## config.mk

```make
export PLATFORM = sky130hd
export DESIGN_NAME = id_ex_stage_flat
export DESIGN_NICKNAME = d
export VERILOG_FILES = /design/src/rtl/id_ex_stage_pkg.sv /design/src/rtl/id_ex_stage_if.sv /design/src/rtl/id_ex_stage_hazard_unit.sv /design/src/rtl/id_ex_stage.sv /design/src/flat_wrapper.sv
export SDC_FILE = /design/constraint.sdc
export NUM_CORES = 1
export LEC_CHECK = 0
export BUFFER_PORTS_ARGS = -buffer_cell sky130_fd_sc_hd__buf_2
export CORE_AREA = 2 2 153 155
export CTS_CLUSTER_DIAMETER = 50
export DETAILED_ROUTE_END_ITERATION = 6
export DIE_AREA = 0 0 155 157
export PLACE_DENSITY = 0.69
export SLEW_MARGIN = 20
export SYNTH_ARGS = -nofsm -noshare
export SYNTH_HDL_FRONTEND = slang
export SYNTH_SLANG_ARGS = --single-unit
```

## constraint.sdc

```tcl
create_clock -name clk -period 2.42 [get_ports clk]
set_input_delay 0.121 -clock clk [delete_from_list [all_inputs] [get_ports clk]]
set_output_delay 0.121 -clock clk [all_outputs]
set_load 0.05 [all_outputs]
```

## src/rtl/id_ex_stage_pkg.sv

```systemverilog
// Shared pipeline types for the ID/EX boundary: decoded control bundle,
// forwarding select encoding and the forwarding-priority helper.
package rv_pipe_pkg;

  localparam int REG_IDX_W = 5;

  typedef struct packed {
    logic       regWrite;
    logic       memRead;
    logic       memWrite;
    logic       memToReg;
    logic       aluSrc;
    logic [3:0] aluOp;
    logic       branch;
    logic       jump;
  } ctrl_t;

  localparam ctrl_t CTRL_NOP = '0;

  typedef enum logic [1:0] {
    FWD_NONE = 2'b00,
    FWD_WB   = 2'b01,
    FWD_MEM  = 2'b10
  } fwd_sel_t;

  // The instruction now in EX reaches MEM next cycle, so it beats the one now in MEM.
  function automatic fwd_sel_t fwdSelect(
    input logic                 useRs,
    input logic [REG_IDX_W-1:0] rs,
    input logic                 exValid,
    input logic                 exRegWrite,
    input logic [REG_IDX_W-1:0] exRd,
    input logic                 exmemRegWrite,
    input logic [REG_IDX_W-1:0] exmemRd
  );
    fwd_sel_t sel;
    sel = FWD_NONE;
    if (useRs && rs != '0) begin
      if (exValid && exRegWrite && exRd == rs) begin
        sel = FWD_MEM;
      end else if (exmemRegWrite && exmemRd == rs) begin
        sel = FWD_WB;
      end
    end
    return sel;
  endfunction

endpackage

```

## src/rtl/id_ex_stage_if.sv

```systemverilog
// Bundle of decoder/regfile inputs, EX-side control and registered ID/EX outputs.
// master drives the ID side and observes EX; slave is the pipeline register.
interface id_ex_stage_if #(
  parameter int XLEN  = 32,
  parameter int CNT_W = 32
);
  import rv_pipe_pkg::*;

  logic            id_valid;
  logic [XLEN-1:0] id_pc;
  logic [4:0]      id_rs1;
  logic [4:0]      id_rs2;
  logic [4:0]      id_rd;
  logic            id_useRs1;
  logic            id_useRs2;
  logic [XLEN-1:0] id_imm;
  ctrl_t           id_ctrl;
  logic [XLEN-1:0] readData1;
  logic [XLEN-1:0] readData2;
  logic [4:0]      exmem_rd;
  logic            exmem_regWrite;
  logic            ex_flush;
  logic            ex_hold;

  logic             ifid_stall;
  logic             ex_valid;
  logic [XLEN-1:0]  ex_pc;
  logic [4:0]       ex_rs1;
  logic [4:0]       ex_rs2;
  logic [4:0]       ex_rd;
  logic [XLEN-1:0]  ex_imm;
  ctrl_t            ex_ctrl;
  logic [XLEN-1:0]  ex_rs1Data;
  logic [XLEN-1:0]  ex_rs2Data;
  fwd_sel_t         ex_fwdA;
  fwd_sel_t         ex_fwdB;
  logic [CNT_W-1:0] stall_count;
  logic [CNT_W-1:0] flush_count;

  modport master (
    output id_valid, id_pc, id_rs1, id_rs2, id_rd, id_useRs1, id_useRs2,
           id_imm, id_ctrl, readData1, readData2, exmem_rd, exmem_regWrite,
           ex_flush, ex_hold,
    input  ifid_stall, ex_valid, ex_pc, ex_rs1, ex_rs2, ex_rd, ex_imm, ex_ctrl,
           ex_rs1Data, ex_rs2Data, ex_fwdA, ex_fwdB, stall_count, flush_count
  );

  modport slave (
    input  id_valid, id_pc, id_rs1, id_rs2, id_rd, id_useRs1, id_useRs2,
           id_imm, id_ctrl, readData1, readData2, exmem_rd, exmem_regWrite,
           ex_flush, ex_hold,
    output ifid_stall, ex_valid, ex_pc, ex_rs1, ex_rs2, ex_rd, ex_imm, ex_ctrl,
           ex_rs1Data, ex_rs2Data, ex_fwdA, ex_fwdB, stall_count, flush_count
  );

endinterface

```

## src/rtl/id_ex_stage_hazard_unit.sv

```systemverilog
// Combinational load-use detection and forwarding select for both source operands
// of the instruction sitting in ID, judged against the EX and MEM occupants.
module hazard_unit
  import rv_pipe_pkg::*;
(
  input  logic     idValid,
  input  logic [4:0] idRs1,
  input  logic [4:0] idRs2,
  input  logic     idUseRs1,
  input  logic     idUseRs2,
  input  logic     exValid,
  input  ctrl_t    exCtrl,
  input  logic [4:0] exRd,
  input  logic [4:0] exmemRd,
  input  logic     exmemRegWrite,
  output logic     loadUse,
  output fwd_sel_t fwdA,
  output fwd_sel_t fwdB
);

  logic [1:0][4:0] srcRs;
  logic [1:0]      srcUse;
  logic [1:0]      srcLoadHit;
  logic [1:0][1:0] srcFwd;

  assign srcRs[0]  = idRs1;
  assign srcRs[1]  = idRs2;
  assign srcUse[0] = idUseRs1;
  assign srcUse[1] = idUseRs2;

  genvar gi;
  generate
    for (gi = 0; gi < 2; gi++) begin : g_src
      // exRd != 0 is checked once below, which also keeps x0 from ever matching.
      assign srcLoadHit[gi] = srcUse[gi] && (srcRs[gi] == exRd);
      assign srcFwd[gi]     = fwdSelect(srcUse[gi], srcRs[gi], exValid,
                                        exCtrl.regWrite, exRd,
                                        exmemRegWrite, exmemRd);
    end
  endgenerate

  assign loadUse = idValid && exValid && exCtrl.memRead && (exRd != 5'd0)
                   && (|srcLoadHit);
  assign fwdA    = fwd_sel_t'(srcFwd[0]);
  assign fwdB    = fwd_sel_t'(srcFwd[1]);

endmodule

```

## src/rtl/id_ex_stage.sv

```systemverilog
// ID/EX pipeline register with load-use bubble insertion, branch flush (remembered
// across a downstream hold), registered forwarding selects and saturating perf counters.
module id_ex_stage
  import rv_pipe_pkg::*;
#(
  parameter int XLEN  = 32,
  parameter int CNT_W = 32
) (
  input logic         clk,
  input logic         reset,
  id_ex_stage_if.slave bus
);

  logic     hazard;
  fwd_sel_t fwdA;
  fwd_sel_t fwdB;
  logic     flushApply;
  logic     stallEvent;

  logic             exValid_reg;
  logic [XLEN-1:0]  exPc_reg;
  logic [4:0]       exRs1_reg;
  logic [4:0]       exRs2_reg;
  logic [4:0]       exRd_reg;
  logic [XLEN-1:0]  exImm_reg;
  ctrl_t            exCtrl_reg;
  logic [XLEN-1:0]  exRs1Data_reg;
  logic [XLEN-1:0]  exRs2Data_reg;
  fwd_sel_t         exFwdA_reg;
  fwd_sel_t         exFwdB_reg;
  logic             pendingFlush_reg;
  logic [CNT_W-1:0] stallCount_reg;
  logic [CNT_W-1:0] flushCount_reg;

  hazard_unit u_hazard (
    .idValid       (bus.id_valid),
    .idRs1         (bus.id_rs1),
    .idRs2         (bus.id_rs2),
    .idUseRs1      (bus.id_useRs1),
    .idUseRs2      (bus.id_useRs2),
    .exValid       (exValid_reg),
    .exCtrl        (exCtrl_reg),
    .exRd          (exRd_reg),
    .exmemRd       (bus.exmem_rd),
    .exmemRegWrite (bus.exmem_regWrite),
    .loadUse       (hazard),
    .fwdA          (fwdA),
    .fwdB          (fwdB)
  );

  // A flush seen during a hold is deferred and applied on the first unheld edge.
  assign flushApply = !bus.ex_hold && (bus.ex_flush || pendingFlush_reg);
  assign stallEvent = hazard && !bus.ex_hold && !bus.ex_flush;

  always_ff @(posedge clk) begin
    if (reset) begin
      exValid_reg      <= 1'b0;
      exPc_reg         <= '0;
      exRs1_reg        <= '0;
      exRs2_reg        <= '0;
      exRd_reg         <= '0;
      exImm_reg        <= '0;
      exCtrl_reg       <= CTRL_NOP;
      exRs1Data_reg    <= '0;
      exRs2Data_reg    <= '0;
      exFwdA_reg       <= FWD_NONE;
      exFwdB_reg       <= FWD_NONE;
      pendingFlush_reg <= 1'b0;
    end else if (bus.ex_hold) begin
      if (bus.ex_flush) begin
        pendingFlush_reg <= 1'b1;
      end
    end else if (bus.ex_flush || pendingFlush_reg) begin
      exValid_reg      <= 1'b0;
      exCtrl_reg       <= CTRL_NOP;
      pendingFlush_reg <= 1'b0;
    end else if (hazard) begin
      exValid_reg <= 1'b0;
      exCtrl_reg  <= CTRL_NOP;
    end else begin
      exValid_reg   <= bus.id_valid;
      exPc_reg      <= bus.id_pc;
      exRs1_reg     <= bus.id_rs1;
      exRs2_reg     <= bus.id_rs2;
      exRd_reg      <= bus.id_rd;
      exImm_reg     <= bus.id_imm;
      exCtrl_reg    <= bus.id_valid ? bus.id_ctrl : CTRL_NOP;
      exRs1Data_reg <= bus.readData1;
      exRs2Data_reg <= bus.readData2;
      exFwdA_reg    <= fwdA;
      exFwdB_reg    <= fwdB;
    end
  end

  always_ff @(posedge clk) begin
    if (reset) begin
      stallCount_reg <= '0;
      flushCount_reg <= '0;
    end else begin
      if (stallEvent && stallCount_reg != '1) begin
        stallCount_reg <= stallCount_reg + CNT_W'(1);
      end
      if (flushApply && flushCount_reg != '1) begin
        flushCount_reg <= flushCount_reg + CNT_W'(1);
      end
    end
  end

  assign bus.ifid_stall  = hazard || bus.ex_hold;
  assign bus.ex_valid    = exValid_reg;
  assign bus.ex_pc       = exPc_reg;
  assign bus.ex_rs1      = exRs1_reg;
  assign bus.ex_rs2      = exRs2_reg;
  assign bus.ex_rd       = exRd_reg;
  assign bus.ex_imm      = exImm_reg;
  assign bus.ex_ctrl     = exCtrl_reg;
  assign bus.ex_rs1Data  = exRs1Data_reg;
  assign bus.ex_rs2Data  = exRs2Data_reg;
  assign bus.ex_fwdA     = exFwdA_reg;
  assign bus.ex_fwdB     = exFwdB_reg;
  assign bus.stall_count = stallCount_reg;
  assign bus.flush_count = flushCount_reg;

endmodule

```

## src/flat_wrapper.sv

```systemverilog
// flat-port wrapper written by rule: the top's interface ports become plain ports
module id_ex_stage_flat import rv_pipe_pkg::*;
#(
  parameter int XLEN  = 32,
  parameter int CNT_W = 32
)
  (clk, reset, bus_id_valid, bus_id_pc, bus_id_rs1, bus_id_rs2, bus_id_rd, bus_id_useRs1, bus_id_useRs2, bus_id_imm, bus_id_ctrl, bus_readData1, bus_readData2, bus_exmem_rd, bus_exmem_regWrite, bus_ex_flush, bus_ex_hold, bus_ifid_stall, bus_ex_valid, bus_ex_pc, bus_ex_rs1, bus_ex_rs2, bus_ex_rd, bus_ex_imm, bus_ex_ctrl, bus_ex_rs1Data, bus_ex_rs2Data, bus_ex_fwdA, bus_ex_fwdB, bus_stall_count, bus_flush_count);
  id_ex_stage_if #(.XLEN(XLEN), .CNT_W(CNT_W)) bus_i ();
  input logic clk;
  input logic reset;
  input wire logic [$bits(bus_i.id_valid)-1:0] bus_id_valid;
  input wire logic [$bits(bus_i.id_pc)-1:0] bus_id_pc;
  input wire logic [$bits(bus_i.id_rs1)-1:0] bus_id_rs1;
  input wire logic [$bits(bus_i.id_rs2)-1:0] bus_id_rs2;
  input wire logic [$bits(bus_i.id_rd)-1:0] bus_id_rd;
  input wire logic [$bits(bus_i.id_useRs1)-1:0] bus_id_useRs1;
  input wire logic [$bits(bus_i.id_useRs2)-1:0] bus_id_useRs2;
  input wire logic [$bits(bus_i.id_imm)-1:0] bus_id_imm;
  input wire logic [$bits(bus_i.id_ctrl)-1:0] bus_id_ctrl;
  input wire logic [$bits(bus_i.readData1)-1:0] bus_readData1;
  input wire logic [$bits(bus_i.readData2)-1:0] bus_readData2;
  input wire logic [$bits(bus_i.exmem_rd)-1:0] bus_exmem_rd;
  input wire logic [$bits(bus_i.exmem_regWrite)-1:0] bus_exmem_regWrite;
  input wire logic [$bits(bus_i.ex_flush)-1:0] bus_ex_flush;
  input wire logic [$bits(bus_i.ex_hold)-1:0] bus_ex_hold;
  output wire logic [$bits(bus_i.ifid_stall)-1:0] bus_ifid_stall;
  output wire logic [$bits(bus_i.ex_valid)-1:0] bus_ex_valid;
  output wire logic [$bits(bus_i.ex_pc)-1:0] bus_ex_pc;
  output wire logic [$bits(bus_i.ex_rs1)-1:0] bus_ex_rs1;
  output wire logic [$bits(bus_i.ex_rs2)-1:0] bus_ex_rs2;
  output wire logic [$bits(bus_i.ex_rd)-1:0] bus_ex_rd;
  output wire logic [$bits(bus_i.ex_imm)-1:0] bus_ex_imm;
  output wire logic [$bits(bus_i.ex_ctrl)-1:0] bus_ex_ctrl;
  output wire logic [$bits(bus_i.ex_rs1Data)-1:0] bus_ex_rs1Data;
  output wire logic [$bits(bus_i.ex_rs2Data)-1:0] bus_ex_rs2Data;
  output wire logic [$bits(bus_i.ex_fwdA)-1:0] bus_ex_fwdA;
  output wire logic [$bits(bus_i.ex_fwdB)-1:0] bus_ex_fwdB;
  output wire logic [$bits(bus_i.stall_count)-1:0] bus_stall_count;
  output wire logic [$bits(bus_i.flush_count)-1:0] bus_flush_count;
  assign bus_i.id_valid = bus_id_valid;
  assign bus_i.id_pc = bus_id_pc;
  assign bus_i.id_rs1 = bus_id_rs1;
  assign bus_i.id_rs2 = bus_id_rs2;
  assign bus_i.id_rd = bus_id_rd;
  assign bus_i.id_useRs1 = bus_id_useRs1;
  assign bus_i.id_useRs2 = bus_id_useRs2;
  assign bus_i.id_imm = bus_id_imm;
  assign bus_i.id_ctrl = bus_id_ctrl;
  assign bus_i.readData1 = bus_readData1;
  assign bus_i.readData2 = bus_readData2;
  assign bus_i.exmem_rd = bus_exmem_rd;
  assign bus_i.exmem_regWrite = bus_exmem_regWrite;
  assign bus_i.ex_flush = bus_ex_flush;
  assign bus_i.ex_hold = bus_ex_hold;
  assign bus_ifid_stall = bus_i.ifid_stall;
  assign bus_ex_valid = bus_i.ex_valid;
  assign bus_ex_pc = bus_i.ex_pc;
  assign bus_ex_rs1 = bus_i.ex_rs1;
  assign bus_ex_rs2 = bus_i.ex_rs2;
  assign bus_ex_rd = bus_i.ex_rd;
  assign bus_ex_imm = bus_i.ex_imm;
  assign bus_ex_ctrl = bus_i.ex_ctrl;
  assign bus_ex_rs1Data = bus_i.ex_rs1Data;
  assign bus_ex_rs2Data = bus_i.ex_rs2Data;
  assign bus_ex_fwdA = bus_i.ex_fwdA;
  assign bus_ex_fwdB = bus_i.ex_fwdB;
  assign bus_stall_count = bus_i.stall_count;
  assign bus_flush_count = bus_i.flush_count;
  id_ex_stage #(.XLEN(XLEN), .CNT_W(CNT_W)) u_core (.clk(clk), .reset(reset), .bus(bus_i));
endmodule
```

==> results of run 1 <==
==> layer usage <==
metal  vias up  global-route usage (%)  routed length (microns)
li1       4866                       -                        -
met1      4667                   28.17                    12590
met2       471                   43.51                    15980
met3       115                   7.572                     2810
met4         0                   10.98                     1410
met5         -                       0                        0
==> layout by cell type, fill, tap and decap left out, types with 2 or more instances in the layout <==
cell type / synthesis / routed
buf_2: 23 / 389
inv_6: 0 / 2
and4_1: 10 / 10
nand4_1: 28 / 28
nand3b_1: 2 / 2
a21oi_1: 179 / 179
nand4_2: 3 / 3
xnor2_1: 16 / 16
dlygate4sd3_1: 0 / 159
clkbuf_16: 0 / 29
clkinv_2: 0 / 3
diode_2: 0 / 3
o41ai_1: 2 / 2
and3_1: 6 / 6
inv_1: 7 / 7
ha_1: 2 / 2
dfxtp_2: 0 / 2
nand2_1: 313 / 313
nor3b_1: 2 / 2
and2_1: 6 / 6
o21ai_0: 32 / 32
a32oi_1: 11 / 11
clkinv_4: 0 / 3
nor3_1: 9 / 9
nor2_1: 59 / 59
nand2b_1: 2 / 2
dfxtp_1: 224 / 222
buf_4: 1 / 20
nor4_1: 6 / 6
clkbuf_1: 40 / 5
clkbuf_8: 0 / 8
or4_1: 7 / 7
nand3_1: 28 / 27
or3_1: 30 / 30
a31o_2: 3 / 3
xor2_1: 33 / 33
buf_12: 0 / 5
==> final timing paths <==
| check | start | endpoint | cells after the start |
|---|---|---|---|
| setup / recovery | u_core.bus.ex_rd[3] | bus_ifid_stall | 6 |
| hold / removal | bus_exmem_regWrite | u_core.bus.ex_fwdB[0] | 4 |
| setup reg to reg | u_core.bus.flush_count[20] | u_core.bus.flush_count[31] | 6 |
| hold reg to reg | u_core.bus.ex_rs1Data[28] | u_core.bus.ex_rs1Data[28] | 2 |
==> worst reg2reg max path: cells and delay by family (launching register included) <==
kind	cells	cell delay [ns]
compound gates	1	0.52
xor+xnor	1	0.13
flops	1	0.42
simple gates	4	1.10
==> Yosys cell counts (6+ instances only) <==
cell	count
dfxtp_1	224
and3_1	6
nand2_1	313
nand4_1	28
o21ai_0	32
or4_1	7
a32oi_1	11
or3_1	30
xor2_1	33
a21oi_1	179
and4_1	10
and2_1	6
buf_2	23
nand3_1	28
xnor2_1	16
inv_1	7
nor3_1	9
nor4_1	6
clkbuf_1	40
nor2_1	59
==> kinds of logic after synthesis <==
kind of cell	count (synthesis)	share of synthesized area, %
AND/OR/NAND/NOR	517	26.32
AO/OA/AOI/OAI	241	14.72
flip-flops	224	50.14
buffers and inverters	76	3.637
XOR/XNOR	49	4.799
adder cells (fa/ha/maj)	2	0.2798
multiplexers	1	0.1119
==> what timing repair did <==
action                                  in CTS  in global routing
pin swaps                                    0                  2
endpoints found under the hold margin      158                  0
buffers inserted                             0                  4
resized for setup                            1                  1
endpoints found under the setup margin       2                  9
hold buffers                               159                  0
==> power breakdown <==
group | leakage (uW) | switching (uW) | total (uW) | internal (uW)
Clock | 0.000460 | 1610 | 4070 | 2460
Combinational | 0.00375 | 855 | 1320 | 469
Sequential | 0.00182 | 66.9 | 3870 | 3810
==> area by class of cell <==
cell class	count	area, sq um	area share [%]
sequential	224	4487	32.59
multi-input combinational	810	4158	30.20
timing repair buffer	574	3800	27.60
clock buffer	42	854.6	6.207
tap	285	356.6	2.590
clock inverter	10	77.57	0.5635
inverter	7	26.28	0.1909
antenna	3	7.507	0.05453
==> per-stage QoR <==
step	setup TNS, ns	area [sq um]	worst slack [ns]
floorplan	0	8946	0.05166
global placement	0	11200	0.05717
detailed placement	-0.02431	11200	-0.02431
CTS	0	13720	0.04368
global route	0	13760	0.03306
finish	0	13770	0.1296
==> flow_summary.yaml, run 1 <==
critical_path:
  crit_chain: "xor2_1, nor3_1, a32o_2, buf_4, a21o_1, buf_2"
  setup.worst_path.start_class: "flop"
  critPathTopFamily: "buffers and inverters"
  crit_required_ns: 2.30
  critPathArrivalTime_ns: 2.17
  path_buf_inv: 2
  worst-path-max-fanout: 9
  timing.critical_path.slowest_cell_delay_ns: 0.43
  critical-path-slowest-cell: "dfxtp_1"
  setup.reg_to_reg.worst_slack_ns: 0.14
  setup.worst_path.end_class: "primary output"
  category_of_the_critical_setup_timing_path: "reg2out"
clock_network:
  clk_pin_slew_worst_paths_ns: 0.05
  tritoncts: "yes"
  clock_root_buffer: "clkbuf_16"
  clk_path_buf_depth: 3
  worstSkewPairLatency_ns: 0.53
  htree_num_levels: 1
  sinks_on_the_clock_net: 224
  numCtsBuffers: 28
run_status:
  outcome: "complete, no violations"
global_routing:
  grt_usage_pct: 24.92
  global_route.overflow_total: 0
  grt_first_pass_wirelength_microns: 49880
  vias_in_the_first_global_route: 9729
  grt_max_degree: 93
  antenna_found_initial: 1
die:
  boundaryPins: 391
  rows: 55
  floorplan.die.width_microns: 155
  fp.dieArea_sq_um: 24340
  core_sq_um: 22500
  effective_utilization_at_floorplan_pct: 39.74
  floorplan.die.height_microns: 157
detailed_routing:
  drt-wirelength-per-cell_microns: 16.77
  ant_nets: 0
  drt_pre_antenna_iters: 5
  residual_drc_count: 0
  vias: 10120
  route.detailed.vias_per_inst: 5.176
  drtIter0Drc: 771
  detail_route.wirelength_microns: 32790
place:
  place.gp.congestion: 0.8636
  port_buffers: 390
  dp_hpwl_microns: 20550
  numPlacedInstances: 1737
logic_synthesis:
  postSynthCellCount: 1110
  synth.cell_area_sq_um: 8944
  syn_nets: 1279
  async_reset_ff_share_pct: 0
  ys.warnings.count: 0
  ys_seq_area_share_pct: 50.14
  synth_top_area_cell: "dfxtp_1"
  yosys_register_bits: 224
  avgSynthCellArea_sq_um: 8.057
  synthFlopType: "dfxtp_1"
  synth_top_area_share_pct: 50.14
  synth_top_cells_by_area: "dfxtp_1 (50%), nand2_1 (13%), a21oi_1 (10%)"
  synth_edf_count: 0
  yosys.cell_types.count: 51
layout:
  final_net_count: 1814
  area_growth_pct: 53.93
  finish.utilization_pct: 61.18
  number_of_fill_cells_in_the_layout: 1868
  fin_cells: 1955
  drive_gt1_share_pct: 28.73
timing:
  number_of_pins_with_negative_max_slew_slack_in_the_final_report: 0
  hold_viol: 0
  max_slew_margin_pct: 50.60
  finalHoldWorstSlack_ns: 0.05423
  setup_viol: 0
  unrepaired_setup_endpoints_after_global_routing: "false"
  tightestPinTransition_ns: 0.7410
  final.period_utilization_pct: 94.65
  worst_skew_ns: 0.009911
  final_period_minus_worst_setup_slack_ns: 2.290
  fmax_ghz: 0.4366
power:
  power.density_nw_per_um2: 673.2
  cellLeakagePower_uw: 0.006035
  vdd.ir_drop.worst_uv: 446.1
  total_power_uw: 9268
flow_run:
  cap_viol_max_count: 0
worst_hold_path:
  hold_class: "in2reg"
Power figures use the tool's default switching activity.
==> run 2: changes to the inputs <==
Settings changed: REMOVE_ABC_BUFFERS from default to 1.
==> run 2 against run 1 <==
Net effect:
- the run now ends with negative hold slack left
- clock skew is 0.0021 ns higher
- sequential power hardly changed
- register-to-register slack worse by 0.02 ns
- combinational power is 5% higher
- final area is 2.2% higher
- worst setup slack worse by 0.026 ns
- worst hold slack worse by 0.060 ns
- via count is 1.6% higher
- wire length is 0.81% higher
- global-route usage is 0.13 points higher
- clock power is 6.1% higher
- total power is 3.3% higher
- critical endpoint is now u_core.bus.ex_fwdA[0]
- largest cell class unchanged
==> flow_summary.yaml, run 2 (synthesis gave the netlist of run 1 again) <==
run_status:
  outcome: "complete, but fails checks"
  violations: "negative hold slack"
power:
  pwr-share-seq_pct: 40.5
  power.clock.fraction_pct: 45.1
  vdd.ir_drop.worst_uv: 576.2
  comb_power_share_pct: 14.4
  power.density_nw_per_um2: 680.7
  p_switching_uw: 2598
  p_int_uw: 6976
  cellLeakagePower_uw: 0.006178
  power_switching_share_pct: 27.14
layout:
  layout_commonest_cell: "buf_2"
  area_growth_pct: 57.26
  mostFrequentLayoutCells: "buf_2 (388), nand2_1 (313), dfxtp_1 (222), a21oi_1 (179), dlygate4sd3_1 (160)"
  final_cell_area_sq_um: 14060
  number_of_fill_cells_in_the_layout: 1817
  drive_gt1_share_pct: 29.79
  final_net_count: 1833
  fin_cells: 1972
timing:
  fmax_ghz: 0.4318
  final_period_minus_worst_setup_slack_ns: 2.316
  max_slew_margin_pct: 61.95
  final.period_utilization_pct: 95.71
  unrepaired_setup_endpoints_after_global_routing: "false"
  tightestPinTransition_ns: 0.5708
  setup_viol: 0
  number_of_pins_with_negative_max_slew_slack_in_the_final_report: 0
  finalHoldWorstSlack_ns: -0.005673
  hold_viol: 2
  final_critical_path_setup_slack_ns: 0.1039
  worst_skew_ns: 0.01196
global_routing:
  grt_first_pass_wirelength_microns: 50140
  grt_usage_pct: 25.05
  grt_max_degree: 98
  global_route.overflow_total: 0
  vias_in_the_first_global_route: 10060
  antenna_found_initial: 1
clock_network:
  worstSkewPairLatency_ns: 0.53
  clk_pin_slew_worst_paths_ns: 0.06
  clk_path_buf_depth: 3
  numCtsBuffers: 28
  tritoncts: "yes"
  htree_num_levels: 1
  sinks_on_the_clock_net: 224
  clock_root_buffer: "clkbuf_16"
flow_run:
  cap_viol_max_count: 0
place:
  place.gp.congestion: 0.8542
  numPlacedInstances: 1752
  placed_cell_area_sq_um: 11380
  dp_worst_setup_slack_ns: 0.01723
  port_buffers: 390
  dp_hpwl_microns: 21250
die:
  floorplan.die.height_microns: 157
  boundaryPins: 391
  core_sq_um: 22500
  rows: 55
  floorplan.die.width_microns: 155
  fp.dieArea_sq_um: 24340
  effective_utilization_at_floorplan_pct: 39.74
critical_path:
  worst-path-max-fanout: 4
  category_of_the_critical_setup_timing_path: "in2reg"
  crit_required_ns: 2.83
  setup.worst_path.end_class: "flop"
  setup.worst_path.start_class: "input pin"
  critPathArrivalTime_ns: 2.73
  number_of_cells_on_the_worst_reg_to_reg_path: 6
detailed_routing:
  route.detailed.vias_per_inst: 5.213
  ant_nets: 0
  residual_drc_count: 0
  detail_route.wirelength_microns: 33050
  drt_pre_antenna_iters: 6
  drtIter0Drc: 716
  vias: 10280
  drt-wirelength-per-cell_microns: 16.76
worst_hold_path:
  holdPathStages: 2
  hold_class: "in2reg"
run 2: cell type report:
| class | instances | area, sq um | area share [%] |
|---|---|---|---|
| Inverter | 7 | 26.28 | 0.1868 |
| Timing Repair Buffer | 593 | 4023 | 28.60 |
| Clock inverter | 12 | 146.4 | 1.041 |
| Antenna cell | 2 | 5.005 | 0.03558 |
| Clock buffer | 39 | 843.3 | 5.996 |
| Multi-Input combinational cell | 810 | 4178 | 29.70 |
| Tap cell | 285 | 356.6 | 2.535 |
| Sequential cell | 224 | 4487 | 31.90 |
run 2: worst max-delay path, cell delays in order:
cell and delay, ns:
dlygate4sd3_1 0.55, buf_2 0.16, or4_1 0.57, o21ai_1 0.15, dlygate4sd3_1 0.57, o41ai_1 0.06
dlygate4sd3_1 0.56
run 2: layer usage:
metal | share of wire (%) | up-vias | GRT usage, %
li1 | - | 4895 | -
met1 | 39 | 4799 | 28.90
met2 | 49 | 464 | 43.87
met3 | 7.1 | 122 | 5.452
met4 | 4.7 | 0 | 12.70
met5 | 0 | - | 0
run 2: worst paths after layout:
kind	slack, ns	startpoint	endpoint
worst min register to register	0.45	u_core.bus.ex_rs2Data[9]	u_core.bus.ex_rs2Data[9]
worst max-delay path	0.10	bus_id_rs1[0]	u_core.bus.ex_fwdA[0]
worst min-delay path	-0.006	reset	u_core.bus.flush_count[17]
worst max register to register	0.12	u_core.bus.ex_rd[4]	u_core.bus.ex_fwdA[0]
run 2: power by group through the flow:
stage | clock network, uW | registers [uW] | logic [uW]
finish | 4320 | 3870 | 1380
global route | 4550 | 3890 | 1450
CTS | 4390 | 3870 | 1340
detailed placement | 0 | 3950 | 1130
global placement | 0 | 3940 | 1130
floorplan | 0 | 4350 | 262
run 2: repair_timing:
action,in CTS,in global routing
hold buffers,160,0
endpoints found under the setup margin,2,26
gates resized for setup,1,9
setup buffers,0,7
pin swaps,0,3
hold endpoints to repair,159,0
run 2: through the flow:
step / util (%) / power [uW] / hold WS, ns / setup TNS, ns
detailed placement: 50.59 / 5081 / 0.3669 / 0
global placement: 50.59 / 5068 / 0.3602 / 0
floorplan: - / 4612 / 0.1901 / -703.68
CTS: 62.11 / 9597 / 0.008171 / 0
global route: 62.49 / 9885 / 0.01670 / 0
finish: 62.50 / 9574 / -0.005673 / 0
